<file path="config.mk">
export PLATFORM = sky130hd
export DESIGN_NAME = lcd_spi_rx
export DESIGN_NICKNAME = d
export VERILOG_FILES = /design/src/rtl/lcd_spi_rx.sv
export SDC_FILE = /design/constraint.sdc
export NUM_CORES = 1
export LEC_CHECK = 0
export CAP_MARGIN = 20
export CORE_ASPECT_RATIO = 0.9
export CORE_MARGIN = 3
export CORE_UTILIZATION = 45
export CTS_CLUSTER_SIZE = 25
export DETAILED_ROUTE_END_ITERATION = 16
export HOLD_SLACK_MARGIN = 0.12
export PLACE_DENSITY = 0.74
export SYNTH_ARGS = -nofsm -noshare
export SYNTH_HDL_FRONTEND = slang
export SYNTH_SLANG_ARGS = --single-unit
</file>
<file path="constraint.sdc">
create_clock -name clk -period 2.9 [get_ports clk]
set_input_delay 0.435 -clock clk [delete_from_list [all_inputs] [get_ports clk]]
set_output_delay 0.435 -clock clk [all_outputs]
set_load 0.005 [all_outputs]
</file>
<file path="src/rtl/lcd_spi_rx.sv">
// Responder end of the 4-wire LCD SPI link: deserialises {dc,byte} words and
// decodes CASET/RASET/RAMWR into RGB565 pixels tagged with their x/y address.
module lcd_spi_rx #(
    parameter int         H_RES     = 320,
    parameter int         V_RES     = 240,
    parameter logic [7:0] CMD_CASET = 8'h2A,
    parameter logic [7:0] CMD_RASET = 8'h2B,
    parameter logic [7:0] CMD_RAMWR = 8'h2C
) (
    input  logic        clk,
    input  logic        rst,
    input  logic        spi_cs,
    input  logic        spi_dc,
    input  logic        spi_sclk,
    input  logic        spi_mosi,
    output logic        word_valid,
    output logic [8:0]  word_data,
    output logic        pix_valid,
    output logic [15:0] pix_data,
    output logic [8:0]  pix_x,
    output logic [8:0]  pix_y,
    output logic        frame_done,
    output logic        frame_err
);

    typedef enum logic [2:0] {IDLE, S_CASET, S_RASET, S_PIX_HI, S_PIX_LO} state_t;

    state_t     state;
    logic [3:0] sclk_pipe;
    logic [2:0] cs_pipe, dc_pipe, mosi_pipe;
    logic [2:0] bit_cnt;
    logic [6:0] sr;
    logic [1:0] idx;
    logic [8:0] st_start;
    logic       st_eh;
    logic [7:0] hi;
    logic [8:0] x, y, x_start, x_end, y_start, y_end;
    logic       sclk_rise, cs_high;
    logic [8:0] new_end;

    // Stage 3 of each chain is the aligned view; sclk has one more flop for edge detect.
    assign sclk_rise = sclk_pipe[2] & ~sclk_pipe[3];
    assign cs_high   = cs_pipe[2];
    assign new_end   = {st_eh, word_data[7:0]};

    always_ff @(posedge clk) begin
        if (rst) begin
            sclk_pipe <= '0;
            cs_pipe   <= '1;
            dc_pipe   <= '0;
            mosi_pipe <= '0;
        end else begin
            sclk_pipe <= {sclk_pipe[2:0], spi_sclk};
            cs_pipe   <= {cs_pipe[1:0], spi_cs};
            dc_pipe   <= {dc_pipe[1:0], spi_dc};
            mosi_pipe <= {mosi_pipe[1:0], spi_mosi};
        end
    end

    always_ff @(posedge clk) begin
        if (rst) begin
            bit_cnt    <= '0;
            sr         <= '0;
            word_valid <= 1'b0;
            word_data  <= '0;
            frame_err  <= 1'b0;
        end else begin
            word_valid <= 1'b0;
            frame_err  <= 1'b0;
            if (cs_high) begin
                bit_cnt <= '0;
                if (bit_cnt != 3'd0)
                    frame_err <= 1'b1;
            end else if (sclk_rise) begin
                sr <= {sr[5:0], mosi_pipe[2]};
                if (bit_cnt == 3'd7) begin
                    word_valid <= 1'b1;
                    word_data  <= {dc_pipe[2], sr, mosi_pipe[2]};
                    bit_cnt    <= '0;
                end else begin
                    bit_cnt <= bit_cnt + 3'd1;
                end
            end
        end
    end

    always_ff @(posedge clk) begin
        if (rst) begin
            state      <= IDLE;
            idx        <= '0;
            st_start   <= '0;
            st_eh      <= 1'b0;
            hi         <= '0;
            x          <= '0;
            y          <= '0;
            x_start    <= '0;
            y_start    <= '0;
            x_end      <= 9'(H_RES - 1);
            y_end      <= 9'(V_RES - 1);
            pix_valid  <= 1'b0;
            pix_data   <= '0;
            pix_x      <= '0;
            pix_y      <= '0;
            frame_done <= 1'b0;
        end else begin
            pix_valid  <= 1'b0;
            frame_done <= 1'b0;
            if (word_valid) begin
                if (!word_data[8]) begin
                    idx <= '0;
                    case (word_data[7:0])
                        CMD_CASET: state <= S_CASET;
                        CMD_RASET: state <= S_RASET;
                        CMD_RAMWR: begin
                            state <= S_PIX_HI;
                            x     <= x_start;
                            y     <= y_start;
                        end
                        default:   state <= IDLE;
                    endcase
                end else begin
                    case (state)
                        S_CASET, S_RASET: begin
                            idx <= idx + 2'd1;
                            case (idx)
                                2'd0: st_start[8]   <= word_data[0];
                                2'd1: st_start[7:0] <= word_data[7:0];
                                2'd2: st_eh         <= word_data[0];
                                default: begin
                                    if (state == S_CASET) begin
                                        x_start <= st_start;
                                        x_end   <= new_end;
                                    end else begin
                                        y_start <= st_start;
                                        y_end   <= new_end;
                                    end
                                    state <= IDLE;
                                end
                            endcase
                        end
                        S_PIX_HI: begin
                            hi    <= word_data[7:0];
                            state <= S_PIX_LO;
                        end
                        S_PIX_LO: begin
                            pix_valid <= 1'b1;
                            pix_data  <= {hi, word_data[7:0]};
                            pix_x     <= x;
                            pix_y     <= y;
                            state     <= S_PIX_HI;
                            // Raster walk inside the window; counters wrap mod 512.
                            if (x != x_end) begin
                                x <= x + 9'd1;
                            end else if (y != y_end) begin
                                x <= x_start;
                                y <= y + 9'd1;
                            end else begin
                                x          <= x_start;
                                y          <= y_start;
                                frame_done <= 1'b1;
                            end
                        end
                        default: ;
                    endcase
                end
            end
        end
    end

endmodule
</file>
==> summary.txt, run 1 <==
Pwr
  • Static Leak: 2.57 nW
  • Fraction of power consumed by combinational cells: 0.013
  • Internal power of the cells: 0.00336 W
  • Sw frac: 0.222
  • Net switching power: 0.000955 W
  • Design Power: 0.00431 W
  • Share of power burned in registers: 0.471
  • Worst VDD drop: 0.492 mV
  • Clock network power share: 0.517
  • Power density of the placed cells: 585 mW/mm^2

Clock network
  • CTS tree: done
  • Cts repair resizes: 0
  • Hold_buf cts: 0
  • Number of buffers inserted by post-CTS setup repair: 0
  • CTS root buf: sky130_fd_sc_hd__clkbuf_16
  • H-tree depth reported by CTS: 4
  • Clock Tree Buf Depth: 2
  • Sinks on the clock net: 147
  • Clock buffer count from CTS: 17
  • Clk pin slew, worst setup/hold paths: 0.06 ns
  • Worst skew pair latency: 0.42 ns

Critical path
  • Maximum fanout count along the critical path: 10
  • Crit path capture type: flop
  • Required @ worst endpoint: 3.23 ns
  • Critical path launch point: word_data[3]
  • CP startpoint kind: flop
  • CP Data Arrival Time: 2.77 ns
  • Crit Path Class: flop to flop
  • Beginning of the worst register-to-register path: word_data[3]

Floorplanning
  • Area enclosed by the die boundary: 0.0151 sq mm
  • Die width: 129 um
  • Die boundary height: 117 um
  • Initial Util: 0.471
  • Row count: 39
  • Number of I/O pins: 53
  • Area of the core: 0.0130 sq mm

Hold path
  • Launch point of the worst hold path: rst
  • Class of the tightest hold or removal check: primary input to flop

Synth
  • Area of the mapped netlist: 0.00613 sq mm
  • Share of the synthesized area in the top cell type: 0.480
  • Ys Warns: 0
  • Mean Syn Cell Area: 8.57 sq um
  • Area leader, netlist: sky130_fd_sc_hd__dfxtp_1
  • Sequential cell area fraction in the yosys report: 0.480
  • Flip-flop cell with the highest count after synthesis: sky130_fd_sc_hd__dfxtp_1
  • Leading cell type by number of instances after synthesis: sky130_fd_sc_hd__nand2_1
  • Distinct cells, synth: 56
  • Number of flops mapped to enable cells by yosys: 0
  • Leading cell types by total area after synthesis: sky130_fd_sc_hd__dfxtp_1 (48%), sky130_fd_sc_hd__nand2_1 (9.9%), sky130_fd_sc_hd__mux2i_1 (7.3%)
  • Mapped Nets: 731
  • Synthesized netlist cell count: 716
  • Share of async-settable or async-resettable flops after synthesis: 0
  • Synthesis-stage register bit count: 147
  • Post-synth top cells: sky130_fd_sc_hd__nand2_1 (161), sky130_fd_sc_hd__dfxtp_1 (147), sky130_fd_sc_hd__a21oi_1 (74)

Timing
  • Total negative setup slack: 0 ns
  • RSZ-0062 raised after global routing: false
  • Worst-case clock skew: 0.0127 ns
  • Slew at the pin with the worst max-slew slack: 0.967 ns
  • Final Hold Vio Count: 0
  • Min Clock Period, post-route: 2.44 ns
  • Slew Limit Fails: 0
  • Final setup violation count: 0
  • Top achievable clock speed: 410 MHz
  • Worst hold slack across all endpoints: 0.393 ns
  • Final period util: 0.842
  • Fin worst setup slack: 0.460 ns
  • Relative slew margins: 0.354

Finish
  • Fill count: 1124
  • Total inserted antenna cells: 0
  • Nets@finish: 767
  • Share of post-route cells with drive strength above 1: 0.0863
  • Layout overhead on the synthesized area: 20.2%

Placement
  • Routability Congestion: 0.894
  • Count of buffers from port buffering: 52
  • Pre-CTS setup slack: 0.464 ns
  • Half-perimeter wire length after placement: 10.5 mm

Global route
  • Vias in the first global route: 4926
  • Initial antenna violation count: 0
  • Global-route total usage across every layer: 0.216
  • First-pass GRT wire length: 25.5 mm
  • Pin count of the biggest net entering global routing: 69
  • Remaining global-route overflow: 0

Run
  • Max Cap Viol: 0

Routing
  • Mean number of vias per cell: 5.61
  • DRC violation count after routing: 0
  • ANT nets after route: 0
  • Routed wire length per instance: 16.7 um
  • Initial DRC count: 418
  • Via total after detailed routing: 5209
  • Detailed-route wire length: 15.5 mm
  • First-pass iteration count of the detailed router: 6

Run status
  • Status: complete, no violations
==> cell type report <==
type | instances | area [sq um] | area share
Clock buffer | 18 | 439 | 0.0596
Clock inverter | 14 | 164 | 0.0222
Inverter | 9 | 33.8 | 0.00458
Multi-Input combinational cell | 507 | 2930 | 0.398
Sequential cell | 147 | 2940 | 0.399
Tap cell | 164 | 205 | 0.0278
Timing Repair Buffer | 70 | 653 | 0.0886
==> worst paths after layout <==
kind / end / slack (ns) / depth (start not counted)
max reg2reg: x[7] / 0.46 / 5
max: x[7] / 0.46 / 5
min: hi[7] / 0.39 / 2
min reg2reg: cs_pipe[2] / 0.43 / 1
==> sequential cells by signal (all words and copies together), names as in the netlist, 4 cells and up <==
| name | count |
|---|---|
| pix_data | 16 |
| pix_x | 9 |
| pix_y | 9 |
| st_start | 9 |
| word_data | 9 |
| x | 9 |
| x_end | 9 |
| x_start | 9 |
| y | 9 |
| y_end | 9 |
| y_start | 9 |
| hi | 8 |
| sr | 7 |
| sclk_pipe | 4 |
==> cell usage in the layout, fill, tap and decap left out, drive strengths merged, types with 3 or more instances in the layout <==
master / instances
o32ai: 6
o21ai: 11
dfxtp: 147
a32oi: 3
nand3: 23
xnor2: 3
nor2b: 14
a31oi: 6
nor2: 49
nand2b: 5
nand4: 10
or2: 5
a22oi: 5
clkbuf: 18
clkinv: 3
nor3b: 5
buf: 19
mux2i: 45
clkdlybuf4s50: 51
xor2: 18
nand2: 161
o31ai: 3
inv: 17
a21oi: 74
ha: 9
a211oi: 3
or3: 3
nor4: 4
nor3: 12
==> worst max-delay path: stages, from the launching register on <==
cell                       delay (ns)
sky130_fd_sc_hd__dfxtp_1         0.62
sky130_fd_sc_hd__nor4b_4         0.32
sky130_fd_sc_hd__a31oi_1         0.23
sky130_fd_sc_hd__nand2b_1        0.36
sky130_fd_sc_hd__or4_1           0.56
sky130_fd_sc_hd__a311oi_1        0.26
==> kinds of logic (layout without fill, tap and decap cells) <==
group,count (synthesis),after routing,share of synthesized area
simple gates,307,307,0.231
mux,46,46,0.0753
flops,147,147,0.480
buf+inv,62,111,0.0424
fa+ha+maj,9,9,0.0184
xor+xnor,21,21,0.0300
compound gates,124,124,0.123
==> power groups by stage <==
stage	combinational [W]	sequential (W)	clock, W
floorplan	0.0000385	0.00207	0
global placement	0.0000529	0.00207	0
detailed placement	0.0000545	0.00207	0
CTS	0.0000547	0.00203	0.00226
global route	0.0000599	0.00203	0.00235
finish	0.0000546	0.00203	0.00223
==> layer usage <==
metal / global-route usage / vias up / share of wire
li1: - / 2516 / -
met1: 0.293 / 2463 / 0.46
met2: 0.336 / 202 / 0.44
met3: 0.0489 / 28 / 0.074
met4: 0.0812 / 0 / 0.025
met5: 0 / - / 0
==> metrics by stage <==
stage	util	instance area, sq um	std cells
6_report	0.566	7370	929
2_1_floorplan	-	6130	716
3_5_place_dp	0.519	6760	896
4_1_cts	0.565	7360	928
5_1_grt	0.566	7370	929
3_3_place_gp	0.519	6760	896
Note: power is estimated with default switching activity, not from simulation.
==> run 2, diff against run 1 <==
Clock period 2.9 ns to 2.3 ns, I/O delays scaled along.
==> run 2 against run 1 <==
Effect of this change:
- via count up 0.40%
- first-iteration DRC count up 20%
- highest routed layer unchanged
- critical endpoint unchanged
- global-route usage rose by 0.31 points
- total power up 19%
- register-to-register slack got worse by 0.30 ns
- clock skew fell by 0.0069 ns
==> summary.txt, run 2 (synthesis results as in run 1) <==
Critical path
  • Worst flop-to-flop path endpoint: x[7]
  • Setup slack, reg-to-reg: 0.16 ns (-0.30 ns)
  • Critical Path, Cell by Cell: or3b_4 -> a21boi_4 -> nand2b_1 -> or4_1 -> a311oi_1
  • Maximum single-stage delay on the critical path: 0.53 ns (-0.09 ns)
  • Critical path launch point: state[2]
  • Required @ worst endpoint: 2.63 ns (-0.60 ns)
  • Crit Path Class: flop to flop
  • Maximum fanout count along the critical path: 8 (-2)
  • Beginning of the worst register-to-register path: state[2]
  • Cell at the slowest stage of the critical path: sky130_fd_sc_hd__or4_1
  • Crit path capture type: flop
  • CP Data Arrival Time: 2.47 ns (-0.30 ns)
  • Number of cell instances on the worst register-to-register path: 5 (unchanged)
  • CP startpoint kind: flop
  • Critical path endpoint: x[7]

Finish
  • Layout overhead on the synthesized area: 21.2%
  • Largest register by flop count: pix_data
  • Total inserted antenna cells: 0 (unchanged)
  • Commonest non-fill, non-tap cell in the layout: sky130_fd_sc_hd__nand2_1
  • Nets@finish: 782 (+2.0%)
  • Largest register FFs: 16 (unchanged)
  • Final cell utilization of the core: 0.571 (+0.00480)
  • Commonest cells after routing, fill and taps aside: sky130_fd_sc_hd__nand2_1 (161), sky130_fd_sc_hd__dfxtp_1 (147), sky130_fd_sc_hd__a21oi_1 (74)
  • Share of post-route cells with drive strength above 1: 0.0966 (+0.0104)

Global route
  • Vias in the first global route: 5026 (+2.0%)
  • Remaining global-route overflow: 0 (unchanged)
  • Global-route total usage across every layer: 0.219 (+0.00310)
  • Pin count of the biggest net entering global routing: 78 (+13%)
  • Initial antenna violation count: 0 (unchanged)
  • First-pass GRT wire length: 25.5 mm (+0.32%)

Run
  • Max Cap Viol: 0 (unchanged)

Floorplanning
  • Initial Util: 0.471 (unchanged)
  • Row count: 39 (unchanged)
  • Die width: 129 um (unchanged)
  • Die boundary height: 117 um (unchanged)
  • Area enclosed by the die boundary: 0.0151 sq mm (unchanged)
  • Number of I/O pins: 53 (unchanged)
  • Area of the core: 0.0130 sq mm (unchanged)

Clock network
  • Clk pin slew, worst setup/hold paths: 0.06 ns (about the same)
  • Clock buffer count from CTS: 17 (unchanged)
  • Number of buffers inserted by post-CTS setup repair: 0 (unchanged)
  • Worst skew pair latency: 0.42 ns (about the same)
  • H-tree depth reported by CTS: 4 (unchanged)
  • CTS root buf: sky130_fd_sc_hd__clkbuf_16
  • Sinks on the clock net: 147 (unchanged)
  • Clock Tree Buf Depth: 2 (unchanged)
  • CTS tree: done
  • Cts repair resizes: 0 (unchanged)
  • Hold_buf cts: 0 (unchanged)

Pwr
  • Sw frac: 0.201 (-0.0205)
  • Static Leak: 2.64 nW (+2.6%)
  • Fraction of power consumed by combinational cells: 0.013 (about the same)
  • Internal power of the cells: 0.00411 W (+23%)
  • Clock network power share: 0.489 (-0.028)
  • Design Power: 0.00515 W (+19%)
  • Worst VDD drop: 0.481 mV (-2.3%)
  • Net switching power: 0.00103 W (+8.3%)
  • Share of power burned in registers: 0.497 (+0.026)
  • Power density of the placed cells: 692 mW/mm^2 (+18%)

Routing
  • DRC violation count after routing: 0 (unchanged)
  • ANT nets after route: 0 (unchanged)
  • Mean number of vias per cell: 5.56 (-0.77%)
  • Initial DRC count: 500 (+20%)
  • First-pass iteration count of the detailed router: 5 (-1)
  • Detailed-route wire length: 15.6 mm (+0.97%)
  • Via total after detailed routing: 5230 (+0.40%)
  • Routed wire length per instance: 16.6 um (-0.21%)

Timing
  • Min Clock Period, post-route: 2.14 ns (-0.304 ns)
  • Relative slew margins: 0.507 (+0.153)
  • Final setup violation count: 0 (unchanged)
  • Final Hold Vio Count: 0 (unchanged)
  • Worst-case clock skew: 0.00588 ns (-0.00685 ns)
  • Slew at the pin with the worst max-slew slack: 0.740 ns (-0.227 ns)
  • Slew Limit Fails: 0 (unchanged)
  • RSZ-0062 raised after global routing: false
  • Total negative setup slack: 0 ns (unchanged)
  • Top achievable clock speed: 468 MHz (+14%)
  • Final period util: 0.929 (+0.0873)

Hold path
  • Class of the tightest hold or removal check: primary input to flop
  • Launch point of the worst hold path: rst

Placement
  • Count of buffers from port buffering: 52 (unchanged)
  • Routability Congestion: 0.950 (+6.2%)
  • Half-perimeter wire length after placement: 10.8 mm (+3.3%)

Run status
  • Status: complete, no violations
-- run 2: layout make-up --
cell class                 count  area [sq um]
fill                        1146          5600
tap                          164           205
clock inverter                 6          57.6
multi-input combinational    507          2940
sequential                   147          2940
inverter                       9          33.8
timing repair buffer          85           778
clock buffer                  22           474
-- run 2: metrics by stage --
stage                     worst slack (ns)  cell area (sq um)  cells  hold WS, ns
after floorplan                      0.263               6130    716        0.389
after global placement               0.248               6890    912        0.398
after detailed placement             0.159               6890    912        0.399
after CTS                            0.153               7420    940        0.233
after global routing                0.0539               7430    940        0.251
final                                0.164               7430    940        0.246
-- run 2: routing by layer --
| metal | track usage | vias to the layer above | wire length (um) |
|---|---|---|---|
| li1 | - | 2550 | - |
| met1 | 0.295 | 2479 | 7420 |
| met2 | 0.335 | 174 | 6940 |
| met3 | 0.0512 | 27 | 897 |
| met4 | 0.0973 | 0 | 364 |
| met5 | 0 | - | 0 |
-- run 2: critical path: cells and delay by family, from the launching register on --
kind            cells  cell delay [ns]
simple gates        3             1.16
compound gates      2             0.44
flops               1             0.45
-- run 2: how the worst min path moves through the flow --
| stage | to | slack [ns] | cells after the start |
|---|---|---|---|
| floorplan | cs_pipe[1] | 0.39 | 1 |
| global placement | cs_pipe[2] | 0.40 | 1 |
| detailed placement | cs_pipe[2] | 0.40 | 1 |
| CTS | x[1] | 0.23 | 2 |
| global route | x_start[0] | 0.25 | 2 |
| finish | x_end[7] | 0.25 | 2 |
-- run 2: power groups by stage --
stage	sequential [W]	combinational, W	clock (W)
after global routing	0.00256	0.0000742	0.00267
after CTS	0.00256	0.0000674	0.00256
after floorplan	0.00261	0.0000486	0
after global placement	0.00261	0.0000661	0
final	0.00256	0.0000677	0.00252
after detailed placement	0.00261	0.0000673	0
==> RTL edit 1 (settings of run 1) <==
The 5 states of `state_t` get a one-hot encoding in 5 bits.
--- a/src/rtl/lcd_spi_rx.sv
+++ b/src/rtl/lcd_spi_rx.sv
@@ -23,7 +23,7 @@
     output logic        frame_err
 );
 
-    typedef enum logic [2:0] {IDLE, S_CASET, S_RASET, S_PIX_HI, S_PIX_LO} state_t;
+    typedef enum logic [4:0] {IDLE = 5'b00001, S_CASET = 5'b00010, S_RASET = 5'b00100, S_PIX_HI = 5'b01000, S_PIX_LO = 5'b10000} state_t;
 
     state_t     state;
     logic [3:0] sclk_pipe;
Check against the original RTL: no difference found for any inputs over 4 cycles, from zero or initial values and one cycle with rst high; so few cycles prove little.
==> RTL edit 1 against run 1 <==
Routed wire length down 2.5%. Area after synthesis down 0.49%. Power up 0.79%. Sequential share of layout area up 0.65 points. Worst setup slack worse by 0.060 ns. Sequential cell count up 2. Synthesized cell count up 2.1%. Largest cell class unchanged. Final area down 0.27%.
==> RTL edit 1: results <==
{
  "run_status": "complete, no violations",
  "tightest_slew_ns": 0.7551,
  "ir_worst_vdd_uv": 453.1,
  "clk_pin_slew_ns": 0.06,
  "synthArstFlopShare": 0,
  "ys_seq_area_frac": 0.4887,
  "ys_top_cells_by_count": "nand2_1 (199), dfxtp_1 (149), a21oi_1 (97), nand3_1 (31), nor2_1 (31)",
  "p_leak_nw": 2.526,
  "port_buffers": 52,
  "postCtsSetupRepairBufs": 0,
  "cts_resized": 0,
  "slowest_delay_ns": 0.59,
  "largest_register_ffs": 16,
  "synth_area_leaders": "dfxtp_1 (49%), nand2_1 (12%), a21oi_1 (8.0%)",
  "dp.cells": 916,
  "grt_pass1_vias": 4922,
  "first_iter_violations": 486,
  "pre_cts_slack_ns": 0.4568,
  "ys_types": 43,
  "fin_cells": 948,
  "crit_path_max_fanout": 12,
  "dpl-instance-area_um2": 6748,
  "crit_slowest_cell": "or4b_4",
  "insertedDiodeCount": 0,
  "power_per_cell_area_nw_per_um2": 590.9,
  "grt_max_degree": 70,
  "p_seq_frac": 0.474,
  "layout-drive-gt1-share": 0.08036,
  "totalWireLength_mm": 15.09,
  "cts_made_buffers": 17,
  "cp_data_arrival_time_ns": 2.82,
  "synthCells": 731,
  "synth_warnings": 0,
  "grt_pass1_wl_mm": 24.95,
  "antenna_found_initial": 0,
  "h-tree-depth": 4,
  "p_comb_mw": 0.0506,
  "synth_ff_type": "dfxtp_1",
  "post-dp-hpwl_mm": 10.01,
  "ctsLongestPathBuffers": 2,
  "p_switching_mw": 0.8577,
  "fin_nets": 786,
  "fin_skew_ns": 0.007907,
  "insertion_delay_ns": 0.43,
  "synth_nets": 746,
  "min_path_type": "flop to flop",
  "largest-register": "pix_data",
  "drtPass1Iterations": 5,
  "gp_congestion": 0.8790,
  "via_per_inst": 5.505,
  "track_usage": 0.2124,
  "fill_cells": 1128,
  "clockRootBuffer": "clkbuf_16"
}
RTL edit 1: changes by cell type after synthesis, moves of 6 or more:
cell / run 1 / this run
nand2_1: 161 / 199
a21oi_1: 74 / 97
mux2i_1: 45 / 27
nor2_1: 49 / 31
clkbuf_1: 39 / 29
nand4_1: 10 / 0
buf_2: 7 / 16
nand3_1: 23 / 31
o32ai_1: 6 / 13
inv_1: 9 / 15
RTL edit 1: critical path: cells and delay by family (launching register included):
kind	cells	cell delay (ns)
flops	1	0.40
compound gates	2	0.84
simple gates	3	1.17
RTL edit 1: final timing paths:
path / startpoint / endpoint / slack [ns] / cells past startpoint
worst max register to register: word_data[4] / y[3] / 0.40 / 5
worst min-delay path: cs_pipe[1] / cs_pipe[2] / 0.42 / 1
worst min register to register: cs_pipe[1] / cs_pipe[2] / 0.42 / 1
worst max-delay path: word_data[4] / y[3] / 0.40 / 5
RTL edit 1: kinds of logic (layout without fill, tap and decap cells):
kind of cell / count (synthesis) / count (layout) / synth area share
mux: 27 / 27 / 0.04428
compound gates: 143 / 143 / 0.1406
xor+xnor: 21 / 21 / 0.03014
simple gates: 320 / 320 / 0.2339
fa+ha+maj: 9 / 9 / 0.01845
buf+inv: 62 / 115 / 0.04387
flops: 149 / 149 / 0.4887
RTL edit 1: cell type report:
type | instances | area, um2 | share of cell area
clock buffer | 24 | 481.7 | 0.06553
clock inverter | 8 | 121.4 | 0.01651
inverter | 15 | 56.30 | 0.007660
multi-input combinational | 520 | 2865 | 0.3898
sequential | 149 | 2983 | 0.4058
tap | 164 | 205.2 | 0.02791
timing repair buffer | 68 | 638.1 | 0.08681
RTL edit 1: metal layers:
metal,global-route usage,share of wire,wire [um]
met1,0.2842,0.47,7154
met2,0.3284,0.45,6803
met3,0.06219,0.060,900
met4,0.07698,0.015,231
met5,0,0,0
==> RTL edit 2 (config.mk and constraints of run 1) <==
Without the edit above. The parameter `V_RES` goes from 240 to 180.
--- a/src/rtl/lcd_spi_rx.sv
+++ b/src/rtl/lcd_spi_rx.sv
@@ -2,7 +2,7 @@
 // decodes CASET/RASET/RAMWR into RGB565 pixels tagged with their x/y address.
 module lcd_spi_rx #(
     parameter int         H_RES     = 320,
-    parameter int         V_RES     = 240,
+    parameter int         V_RES     = 180,
     parameter logic [7:0] CMD_CASET = 8'h2A,
     parameter logic [7:0] CMD_RASET = 8'h2B,
     parameter logic [7:0] CMD_RAMWR = 8'h2C
Function: no difference found for any inputs over 10 cycles, from zero or initial values and one cycle with rst high; that may be too few to reach the edited logic, so the function may still have changed.
==> RTL edit 2 against run 1 <==
Combinational power barely moved. Power rose by 1.1%. Fmax fell by 0.43%. Final area barely moved. Clock skew fell by 0.0031 ns. Hold slack improved by 0.023 ns. Sequential cell count did not move. Die area barely moved. Critical path depth did not move. Critical path type unchanged. Largest power group unchanged. Synthesized cell count rose by 0.14%. Area after synthesis barely moved. Critical endpoint unchanged. Routed wire length rose by 2.2%. Worst setup slack got worse by 0.011 ns. Final cell count fell by 0.43%.
==> RTL edit 2: results <==
{
  "run_status": "complete, no violations",
  "track_usage": 0.2192,
  "routed-via-count": 5137,
  "totalWireLength_mm": 15.81,
  "insertion_delay_ns": 0.42,
  "grtUsageMet3": 0.06080,
  "dp.cells": 892,
  "pwr-share-clk": 0.522,
  "synth_area_leaders": "dfxtp_1 (48%), nand2_1 (9.8%), mux2i_1 (7.3%)",
  "grt.met1_usage": 0.2974,
  "grt_pass1_vias": 4984,
  "synthAdderAreaFrac": 0.01835,
  "via_per_inst": 5.554,
  "gr-usage-met2": 0.3322,
  "gp_congestion": 0.9004,
  "ys_seq_area_frac": 0.4795,
  "fin_nets": 763,
  "dpl-instance-area_um2": 6743,
  "synth_xor_area_frac": 0.02997,
  "synth_compound_area_frac": 0.1246,
  "ys_top_cells_by_count": "nand2_1 (161), dfxtp_1 (147), a21oi_1 (76), nor2_1 (49), mux2i_1 (45)",
  "p_leak_nw": 2.569,
  "power.internal_mw": 3.466,
  "post-dp-hpwl_mm": 10.68,
  "ir_worst_vdd_uv": 414.8,
  "synthArstFlopShare": 0,
  "p_seq_mw": 2.03,
  "grt_max_degree": 61,
  "fin_skew_ns": 0.009631,
  "first_iter_violations": 486,
  "crit_slowest_cell": "or4_1",
  "synth_nets": 732,
  "slowest_delay_ns": 0.56,
  "layout-drive-gt1-share": 0.08016,
  "pre_cts_slack_ns": 0.4768,
  "synth_mux_area_frac": 0.07523,
  "p_seq_frac": 0.466,
  "drtPass1Iterations": 5
}
-- RTL edit 2: area by class of cell --
cell class	count	area, um2
fillers	1167	5657
flip-flops and latches	147	2943
multi-input cells	507	2933
repair buffers	66	635.6
clock buffers	21	470.5
well taps	164	205.2
clock inverters	11	151.4
inverters	9	33.78
-- RTL edit 2: per-layer routing --
layer | vias to the layer above | wire length, um | part of all wire
met1 | 2410 | 7517 | 0.48
met2 | 183 | 6903 | 0.44
li1 | 2515 | - | -
met3 | 29 | 1008 | 0.064
met4 | 0 | 383 | 0.024
met5 | - | 0 | 0
-- RTL edit 2: path summary, 6_finish.rpt --
check	slack, ns	startpoint	endpoint	depth (start not counted)
worst max-delay path	0.45	word_data[5]	x[7]	5
worst max register to register	0.45	word_data[5]	x[7]	5
worst min-delay path	0.42	rst	x_end[7]	2
worst min register to register	0.43	cs_pipe[0]	cs_pipe[1]	1
